`src/rtl/sq_wave_sequencer.sv`:
```
// -----------------------------------------------------------------------------
// sq_wave_sequencer
//
// Steps a programmable square wave generator through a small table of
// (on, off) interval settings. Each table entry is held for a programmed
// number of generator output periods. Period boundaries are found by
// watching the generator output for rising edges. New settings are applied
// only at those boundaries, so the waveform changes without glitches.
//
// Ports
//   clk         system clock, all logic on the rising edge
//   reset       asynchronous active-low reset (0 = reset)
//   wr_en       table write strobe, accepted only while idle
//   wr_addr     table entry index for a write
//   wr_up       on-interval value written to the entry
//   wr_down     off-interval value written to the entry
//   wr_count    periods to hold the entry (0 behaves as 1)
//   last_idx    index of the final step, captured on an accepted start
//   loop_en     1 = wrap to entry 0 after last_idx, captured on start
//   start       single-cycle start request (ignored while busy)
//   stop        abort request, wins over start and over step advance
//   sq_wave_in  generator output being monitored
//   up          on-interval value driven to the generator
//   down        off-interval value driven to the generator
//   busy        high while loading or running
//   done        one-cycle pulse when a non-looping sequence completes
//   cur_step    index of the table entry currently applied
// -----------------------------------------------------------------------------
module sq_wave_sequencer #(
    parameter int DEPTH = 4,
    parameter int W     = 4,
    parameter int CW    = 8,
    parameter int AW    = $clog2(DEPTH)
) (
    input  logic          clk,
    input  logic          reset,
    input  logic          wr_en,
    input  logic [AW-1:0] wr_addr,
    input  logic [W-1:0]  wr_up,
    input  logic [W-1:0]  wr_down,
    input  logic [CW-1:0] wr_count,
    input  logic [AW-1:0] last_idx,
    input  logic          loop_en,
    input  logic          start,
    input  logic          stop,
    input  logic          sq_wave_in,
    output logic [W-1:0]  up,
    output logic [W-1:0]  down,
    output logic          busy,
    output logic          done,
    output logic [AW-1:0] cur_step
);

    typedef enum logic [1:0] {
        S_IDLE,
        S_LOAD,
        S_RUN
    } state_t;

    state_t        state_q, state_d;
    logic [W-1:0]  up_q, up_d;
    logic [W-1:0]  down_q, down_d;
    logic [AW-1:0] step_q, step_d;
    logic [AW-1:0] last_q, last_d;
    logic          loop_q, loop_d;
    logic          done_q, done_d;
    logic [CW-1:0] cnt_q, cnt_d;
    logic          sq_prev;

    // Settings table, read combinationally.
    logic [W-1:0]  tbl_up   [DEPTH];
    logic [W-1:0]  tbl_down [DEPTH];
    logic [CW-1:0] tbl_cnt  [DEPTH];

    logic          tbl_we;
    logic          rise;
    logic [CW-1:0] entry_cnt;
    logic [CW-1:0] target;
    logic [CW-1:0] cnt_inc;

    assign rise      = sq_wave_in & ~sq_prev;
    assign entry_cnt = tbl_cnt[step_q];
    // A zero count holds the entry for one period, so the counter never wraps.
    assign target    = (entry_cnt == '0) ? CW'(1) : entry_cnt;
    assign cnt_inc   = cnt_q + CW'(1);
    assign tbl_we    = wr_en && (state_q == S_IDLE);

    // NOTE: the table is reset because a cleared table must read back as
    // {1,1,1}; this costs a reset on every storage flop.
    always_ff @(posedge clk or negedge reset) begin
        if (!reset) begin
            for (int i = 0; i < DEPTH; i++) begin
                tbl_up[i]   <= W'(1);
                tbl_down[i] <= W'(1);
                tbl_cnt[i]  <= CW'(1);
            end
        end else if (tbl_we) begin
            tbl_up[wr_addr]   <= wr_up;
            tbl_down[wr_addr] <= wr_down;
            tbl_cnt[wr_addr]  <= wr_count;
        end
    end

    // NOTE: every variable gets its hold value first so no path through the
    // case leaves one unassigned and infers a latch.
    always_comb begin
        state_d = state_q;
        up_d    = up_q;
        down_d  = down_q;
        step_d  = step_q;
        last_d  = last_q;
        loop_d  = loop_q;
        cnt_d   = cnt_q;
        done_d  = 1'b0;

        unique case (state_q)
            S_IDLE: begin
                if (start && !stop) begin
                    state_d = S_LOAD;
                    last_d  = last_idx;
                    loop_d  = loop_en;
                    step_d  = '0;
                end
            end

            S_LOAD: begin
                if (stop) begin
                    state_d = S_IDLE;
                    up_d    = W'(1);
                    down_d  = W'(1);
                    step_d  = '0;
                end else begin
                    up_d    = tbl_up[step_q];
                    down_d  = tbl_down[step_q];
                    cnt_d   = '0;
                    state_d = S_RUN;
                end
            end

            S_RUN: begin
                if (stop) begin
                    // Abort beats a simultaneous advance or completion.
                    state_d = S_IDLE;
                    up_d    = W'(1);
                    down_d  = W'(1);
                    step_d  = '0;
                end else if (rise) begin
                    cnt_d = cnt_inc;
                    if (cnt_inc == target) begin
                        if (step_q != last_q) begin
                            step_d  = step_q + AW'(1);
                            state_d = S_LOAD;
                        end else if (loop_q) begin
                            step_d  = '0;
                            state_d = S_LOAD;
                        end else begin
                            // up/down keep the final entry's values.
                            state_d = S_IDLE;
                            done_d  = 1'b1;
                        end
                    end
                end
            end

            default: state_d = S_IDLE;
        endcase
    end

    // NOTE: sequential state uses non-blocking assignments so every register
    // samples the pre-edge values regardless of statement order.
    always_ff @(posedge clk or negedge reset) begin
        if (!reset) begin
            state_q <= S_IDLE;
            up_q    <= W'(1);
            down_q  <= W'(1);
            step_q  <= '0;
            last_q  <= '0;
            loop_q  <= 1'b0;
            done_q  <= 1'b0;
            cnt_q   <= '0;
            sq_prev <= 1'b0;
        end else begin
            state_q <= state_d;
            up_q    <= up_d;
            down_q  <= down_d;
            step_q  <= step_d;
            last_q  <= last_d;
            loop_q  <= loop_d;
            done_q  <= done_d;
            cnt_q   <= cnt_d;
            sq_prev <= sq_wave_in;
        end
    end

    assign up       = up_q;
    assign down     = down_q;
    assign busy     = (state_q != S_IDLE);
    assign done     = done_q;
    assign cur_step = step_q;

endmodule
```
`config.mk`:
```
export PLATFORM = sky130hd
export DESIGN_NAME = sq_wave_sequencer
export DESIGN_NICKNAME = d
export VERILOG_FILES = /design/src/rtl/sq_wave_sequencer.sv
export SDC_FILE = /design/constraint.sdc
export NUM_CORES = 1
export LEC_CHECK = 0
export CORE_MARGIN = 4
export CORE_UTILIZATION = 50
export DETAILED_ROUTE_END_ITERATION = 16
export GPL_ROUTABILITY_DRIVEN = 0
export HOLD_SLACK_MARGIN = 0.02
export PLACE_DENSITY_LB_ADDON = 0.1
export SLEW_MARGIN = 5
export SYNTH_ARGS = -nofsm -noshare
export SYNTH_HDL_FRONTEND = slang
export SYNTH_SLANG_ARGS = --single-unit
export TNS_END_PERCENT = 50
```
`constraint.sdc`:
```
create_clock -name clk -period 6.9 [get_ports clk]
set_input_delay 1.38 -clock clk [delete_from_list [all_inputs] [get_ports clk]]
set_output_delay 1.38 -clock clk [all_outputs]
set_load 0.005 [all_outputs]
```
Word-level counts from Yosys, hierarchy flattened
Index checks and enable logic that the tools add are counted.
{"block": "word_totals", "elab_cells": 105, "latchBits": 0, "mem_bits_rw": 0, "mem_count": 0, "romBits": 0, "out_inout_bits": 12, "regBits": 89}
{"block": "classes", "n_mul": 0, "order_cmp": 3, "bitwise": 4, "addsub": 2, "div_mod_pow": 0, "shift": 0, "muxes": 48, "n_eq_ne": 13, "n_reduce_logical": 14}
{"cell": "2-to-1 mux 8 bit", "count": 7}
{"cell": "bitwise mux 16 bit", "count": 2}
{"cell": "bitwise mux 32 bit", "count": 1}
{"cell": "2-to-1 mux 4 bit", "count": 8}
{"cell": "2-to-1 mux 2 bit", "count": 12}
{"cell": "binary-select mux 4 bit (select 2 bit)", "count": 2}
{"cell": "binary-select mux 8 bit (select 2 bit)", "count": 1}
{"cell": "demux 8 bit (select 2 bit)", "count": 1}
{"cell": "case mux 4 bit (2 select lines)", "count": 2}
{"cell": "case mux 8 bit (2 select lines)", "count": 1}
{"cell": "case mux 2 bit (3 select lines)", "count": 2}
{"cell": "inequality test 2 bit, second input constant", "count": 5}
{"cell": "adder 8 x 1 -> 8 bit, second input constant", "count": 1}
{"cell": "demux 4 bit (select 2 bit)", "count": 1}
{"cell": "equality test 8 bit", "count": 1}
{"cell": "logical NOT 8 bit", "count": 1}
{"cell": "2-to-1 mux 1 bit", "count": 8}
{"cell": "greater-or-equal comparator 3 bit, second input constant", "count": 2}
{"cell": "inequality test 3 bit, second input constant", "count": 2}
{"cell": "inverter 2 -> 3 bit", "count": 2}
{"cell": "AND reduction 6 bit", "count": 1}
{"cell": "inequality test 4 bit, second input constant", "count": 1}
{"cell": "AND reduction 2 bit", "count": 2}
{"cell": "AND reduction 4 bit", "count": 1}
{"cell": "14 further kinds", "count": 17}

Longest topological paths before layout
Gate-level depths: netlist of run 1.
{"block": "depth", "ltp_word": 11, "mapped_depth": 7, "ltp_nobuf": 7}

Worst setup path after synthesis of run 1
No wires, ideal clock.
{"block": "synth_path", "path_kind": "input to register", "startpoint": "input wr_en", "endpoint": "register tbl_cnt[30] (netlist name)", "cell_stages": 4, "slack_ns": 4.057, "setup_time_ns": 0.125, "n_path_buf": 1, "required_ns": 6.775, "t_arrival_ns": 2.718, "path_cell_list": "nand2_1 -> nor3_1 -> clkbuf_1 -> mux2_2"}
{"block": "synth_between", "elab_chain_cells": 1}
{"element": "start: declaration", "line": "37", "source": "input logic wr_en,"}
{"element": "logical AND 1 bit", "line": "86", "source": "assign tbl_we = wr_en && (state_q == S_IDLE);"}
{"element": "end signal: indexed assignment", "line": "100", "source": "tbl_cnt[wr_addr] <= wr_count;"}
{"element": "end: declaration", "line": "73", "source": "logic [CW-1:0] tbl_cnt [DEPTH];"}
Every way passes these cells.
A chain may end at the register's enable or synchronous reset.

Final worst setup path of run 1
{"block": "layout_path", "startpoint": "register step_q[1] (netlist: cur_step[1])", "endpoint": "output cur_step[1]"}
{"element": "start: declaration", "line": "63", "source": "logic [AW-1:0] step_q, step_d;"}
{"element": "start signal: assignment", "line": "186", "source": "step_q <= step_d;"}
{"element": "end: declaration", "line": "51", "source": "output logic [AW-1:0] cur_step"}
No word-level cell between the ends.

==> metrics.cfg, run 1 <==
[status]
status=finished clean

[synthesis]
synth_seq_cells=89
syn_avg_cell_area_um2=13.4
ys.flop_type=dfrtp_1
synthDistinctLibCells=36
async_flop_share=1.00
synth_area_leaders=dfrtp_1, mux2_2, dfstp_2
syn_nets=343
synth_edf_count=0
synth_top_cell_by_area=dfrtp_1
synth_top_area_frac=0.443
netlist_instances=315
yosysWarnings=0
synth.cell_area_um2=4240
ys_seq_area_frac=0.530

[global_route]
grt_pass1_wl_um=13800
antenna_found_initial=0
first_global_vias=2698
grtUsageTotal=0.178
grt_overflow_total=0
grt_max_degree=46

[timing]
max-slew-margin-rel=0.326
tightest_slew_ns=1.01
rsz0062_at_grt=no
setup_viol=0
fin_skew_ns=0.0103
max_freq_ghz=0.301
finalSetupTns_ns=0
finalMaxSlewViolations=0
finalCriticalPeriod_ns=3.32
period_share=0.482
finalHoldViolCount=0

[placement]
place_hpwl_um=5610
port_buffers=38

[clocking]
cts_tree=built
numClockSinks=89
clockRootBuffer=clkbuf_8
cts_buffers=9
htreeDepth=3
cts_hold_buf=0
cts_repair_resize_count=0
cts_setup_buffers=0
clk_pin_slew_ns=0.09
cts.path.max_buffers=2
clk_latency_ns=0.35

[floorplan]
dieArea_um2=10000
initial_core_util=0.515
ios=39
fp-row-count=33
core_area_um2=8220
dieWidth_um=100
chipHeight_um=100

[critical_path]
path_buf_inv=1
crit_slowest_cell=dfrtp_1
reg2reg_slack_ns=4.19
crit_type=flop to primary output
worst-path-max-fanout=22
critPathTopFamily=flip-flops
cpPeakStageDelay_ns=0.94
required_ns=5.52
startpoint_type=flop
path_cells=clkdlybuf4s50_1
cp.arrival_ns=1.94
crit_path_end_kind=primary output

[power_and_ir_drop]
total_power_mw=1.73
powerDensity_nw_per_um2=348
ir_worst_vdd_v=0.000201
leakage_nw=2.07

[finish]
nets=383
drive_above_1_share=0.306
final_cell_mix=dfrtp_1, mux2_2, clkdlybuf4s50_1, nand2_1, o21ai_0
final_common_cell=dfrtp_1
diodes=0
areaGrowthSynthToFinish_pct=17.6
fillerInstances=672

[detailed_routing]
route.vias.total=2608
ant_nets=0
viasPerCell=5.61
drc=0
avgRoutedWirePerCell_um=17.8
drtIter0Drc=133
first_pass_iters=6
wirelength_um=8270

[job]
drv_cap=0

[min_path]
hold_class=flop to flop

final timing paths:
kind,from,to,cells after the start
max in group asynchronous,reset,cur_step[1]$_DFFE_PN0P_,2
worst max-delay path,cur_step[1]$_DFFE_PN0P_,cur_step[1],1
worst max register to register,cur_step[1]$_DFFE_PN0P_,cur_step[1]$_DFFE_PN0P_,6
worst min register to register,up[0]$_DFFE_PN1P_,up[0]$_DFFE_PN1P_,2
worst min-delay path,up[0]$_DFFE_PN1P_,up[0]$_DFFE_PN1P_,2
min in group asynchronous,reset,cnt_q[3]$_DFFE_PN0P_,1
per-stage QoR:
stage / instances / setup WS [ns] / hold slack (ns) / area (µm²) / utilization
6_report: 465 / 3.58 / 0.485 / 4980 / 0.606
5_1_grt: 465 / 3.44 / 0.501 / 4980 / 0.606
4_1_cts: 465 / 3.52 / 0.487 / 4980 / 0.606
3_5_place_dp: 449 / 3.36 / 0.473 / 4730 / 0.575
3_3_place_gp: 449 / 3.43 / 0.474 / 4730 / 0.575
2_1_floorplan: 315 / 4.06 / 0.469 / 4240 / -
power breakdown:
| group | total [mW] | internal [mW] | switching, mW |
|---|---|---|---|
| Clock | 0.443 | 0.262 | 0.181 |
| Combinational | 0.460 | 0.284 | 0.177 |
| Sequential | 0.829 | 0.727 | 0.102 |
| Total | 1.73 | 1.27 | 0.459 |
registers in the layout (all words and copies together), names as in the netlist:
name	flops
sq_prev	1
cur_step	2
loop_q	1
done	1
last_q	2
cnt_q	8
tbl_down	16
up	4
tbl_up	16
tbl_cnt	32
state_q	2
down	4
synth_stat cells, types with 2 or more instances:
library cell  number
nor2b_1            2
o21ai_0           19
xnor2_1            6
nor3_1             5
nand4_1            2
a21oi_1           10
and3_1             2
clkbuf_1           8
mux4_2             7
buf_2              2
xor2_1             5
and2_1             3
inv_1              6
mux2_2            66
xor3_1             2
nor2_1            17
a22oi_1            6
buf_1              2
xnor3_1            2
nand2b_1           4
nand2_1           19
mux4_1             9
nand3_1           11
dfstp_2           14
dfrtp_1           75
layer usage:
| layer | share of wire | global-route usage |
|---|---|---|
| met1 | 0.48 | 0.251 |
| met2 | 0.47 | 0.280 |
| met5 | 0 | 0 |
| met4 | 0.0074 | 0.0404 |
| met3 | 0.040 | 0.0466 |
final cells by class:
class                           instances  area (µm²)  area share
Inverter                                6        22.5     0.00452
Sequential cell                        89        2240       0.451
Timing Repair Buffer                   42         408      0.0819
Tap cell                              105         131      0.0264
Multi-Input combinational cell        207        1920       0.385
Clock inverter                          4        98.8      0.0198
Clock buffer                           12         155      0.0312
cell families after synthesis:
| group | after synthesis | synth area share |
|---|---|---|
| buffers and inverters | 19 | 0.0192 |
| and+or+nand+nor | 69 | 0.0804 |
| xor gates and xnor gates | 15 | 0.0446 |
| DFF | 89 | 0.530 |
| muxes | 82 | 0.269 |
| adders and majority gates | 1 | 0.00295 |
| AOI/OAI and AO/OA | 40 | 0.0544 |
No activity file was read; power rests on OpenSTA's default activity.
==> run 2, diff against run 1 <==
clock period = 3.42 ns   (was 6.9 ns; I/O delays follow)
==> run 2 against run 1 <==
Net effect: combinational power is 100% higher; core utilization decreased by 0.14 points; final area decreased by 0.23%.
==> metrics.cfg, run 2 (synthesis results as in run 1) <==
[detailed_routing]
drtIter0Drc=61
route.vias.total=2644
drc=0
first_pass_iters=4
avgRoutedWirePerCell_um=17.5
viasPerCell=5.64
wirelength_um=8210
ant_nets=0

[global_route]
antenna_found_initial=0
grt_max_degree=57
first_global_vias=2689
grtUsageTotal=0.181
grt_overflow_total=0
grt_pass1_wl_um=14000

[min_path]
hold_class=primary input to asynchronous set/reset pin

[floorplan]
initial_core_util=0.515
ios=39
core_area_um2=8220
chipHeight_um=100
dieArea_um2=10000
fp-row-count=33
dieWidth_um=100

[placement]
port_buffers=38
dp.cells=453
dpl_cell_area_um2=4770
place_hpwl_um=5680

[finish]
final_cell_mix=dfrtp_1, mux2_2, clkdlybuf4s50_1, nand2_1, o21ai_0
drive_above_1_share=0.308
largest_reg_flops=32
diodes=0
finalInstanceArea_um2=4970
fin_cells=469
top_regs=tbl_cnt (32), tbl_down (16), tbl_up (16)
regMostFlops=tbl_cnt
areaGrowthSynthToFinish_pct=17.3
final_common_cell=dfrtp_1
nets=387

[timing]
period_share=0.802
finalMaxSlewViolations=0
max-slew-margin-rel=0.421
max_freq_ghz=0.365
finalSetupTns_ns=0
fin_skew_ns=0.0109
setup_viol=0
finalHoldViolCount=0
finalCriticalPeriod_ns=2.74
tightest_slew_ns=0.866
rsz0062_at_grt=no

[clocking]
numClockSinks=89
cts_repair_resize_count=0
cts_setup_buffers=0
htreeDepth=3
clk_latency_ns=0.35
cts_tree=built
clk_pin_slew_ns=0.09
cts_hold_buf=0
clockRootBuffer=clkbuf_8
cts.path.max_buffers=2
cts_buffers=9

[critical_path]
cp.arrival_ns=2.97
crit_path_end_kind=flop
crit_type=flop to flop
required_ns=3.65
worst-path-max-fanout=13
startpoint_type=flop

[power_and_ir_drop]
ir_worst_vdd_v=0.000320
powerDensity_nw_per_um2=675
leakage_nw=2.06

[status]
status=finished clean

[job]
drv_cap=0

-- run 2: cell types whose count changed in the layout (fill, tap and decap cells not counted), sizes merged --
cell	previous run	this run
buf	5	9
inv	7	6
clkinvlp	0	1
bufinv	3	1
clkbuf	12	14
-- run 2: report_power, final --
group	internal (mW)	total (mW)	switching [mW]	leakage (nW)
sequential	1.47	1.69	0.219	1.07
clock	0.380	0.738	0.359	0.0969
combinational	0.581	0.927	0.346	0.892
-- run 2: layout make-up --
type                            count  area (µm²)
Clock buffer                       14         163
Clock inverter                      2        37.5
Fill cell                         679        3250
Inverter                            6        22.5
Multi-Input combinational cell    207        1920
Sequential cell                    89        2240
Tap cell                          105         131
Timing Repair Buffer               46         450
-- run 2: path summary, 6_finish.rpt --
path / from / slack, ns / cells after the start / to
worst min-delay path: reset / 0.38 / 1 / cnt_q[0]$_DFFE_PN0P_
worst max-delay path: cur_step[0]$_DFFE_PN0P_ / 0.68 / 6 / cur_step[1]$_DFFE_PN0P_
worst max register to register: cur_step[0]$_DFFE_PN0P_ / 0.68 / 6 / cur_step[1]$_DFFE_PN0P_
max in group asynchronous: reset / 2.24 / 2 / tbl_cnt[8]$_DFFE_PN1P_
min in group clk: down[0]$_DFFE_PN1P_ / 0.48 / 2 / down[0]$_DFFE_PN1P_
worst min register to register: down[0]$_DFFE_PN1P_ / 0.48 / 2 / down[0]$_DFFE_PN1P_
-- run 2: layer usage --
metal,global-route usage,wire [µm],vias to the layer above
li1,-,-,1242
met1,0.280,4150,1336
met2,0.259,3590,54
met3,0.0313,356,12
met4,0.0622,113,0
met5,0,0,-
-- run 2: worst max-delay path: stages (launching register included) --
cell and delay (ns):
dfrtp_1 0.75, mux4_1 0.69, xor3_1 0.31, nand3_1 0.11, nor4b_4 0.36, a31oi_1 0.12
a211o_1 0.28
-- run 2: through the flow --
stage	total power, mW	hold slack (ns)	utilization	setup WS [ns]
3_5_place_dp	2.64	0.475	0.580	0.647
4_1_cts	3.38	0.413	0.605	0.637
3_3_place_gp	2.61	0.469	0.580	0.726
6_report	3.35	0.378	0.605	0.679
5_1_grt	3.56	0.431	0.605	0.534
2_1_floorplan	2.30	0.388	-	1.13
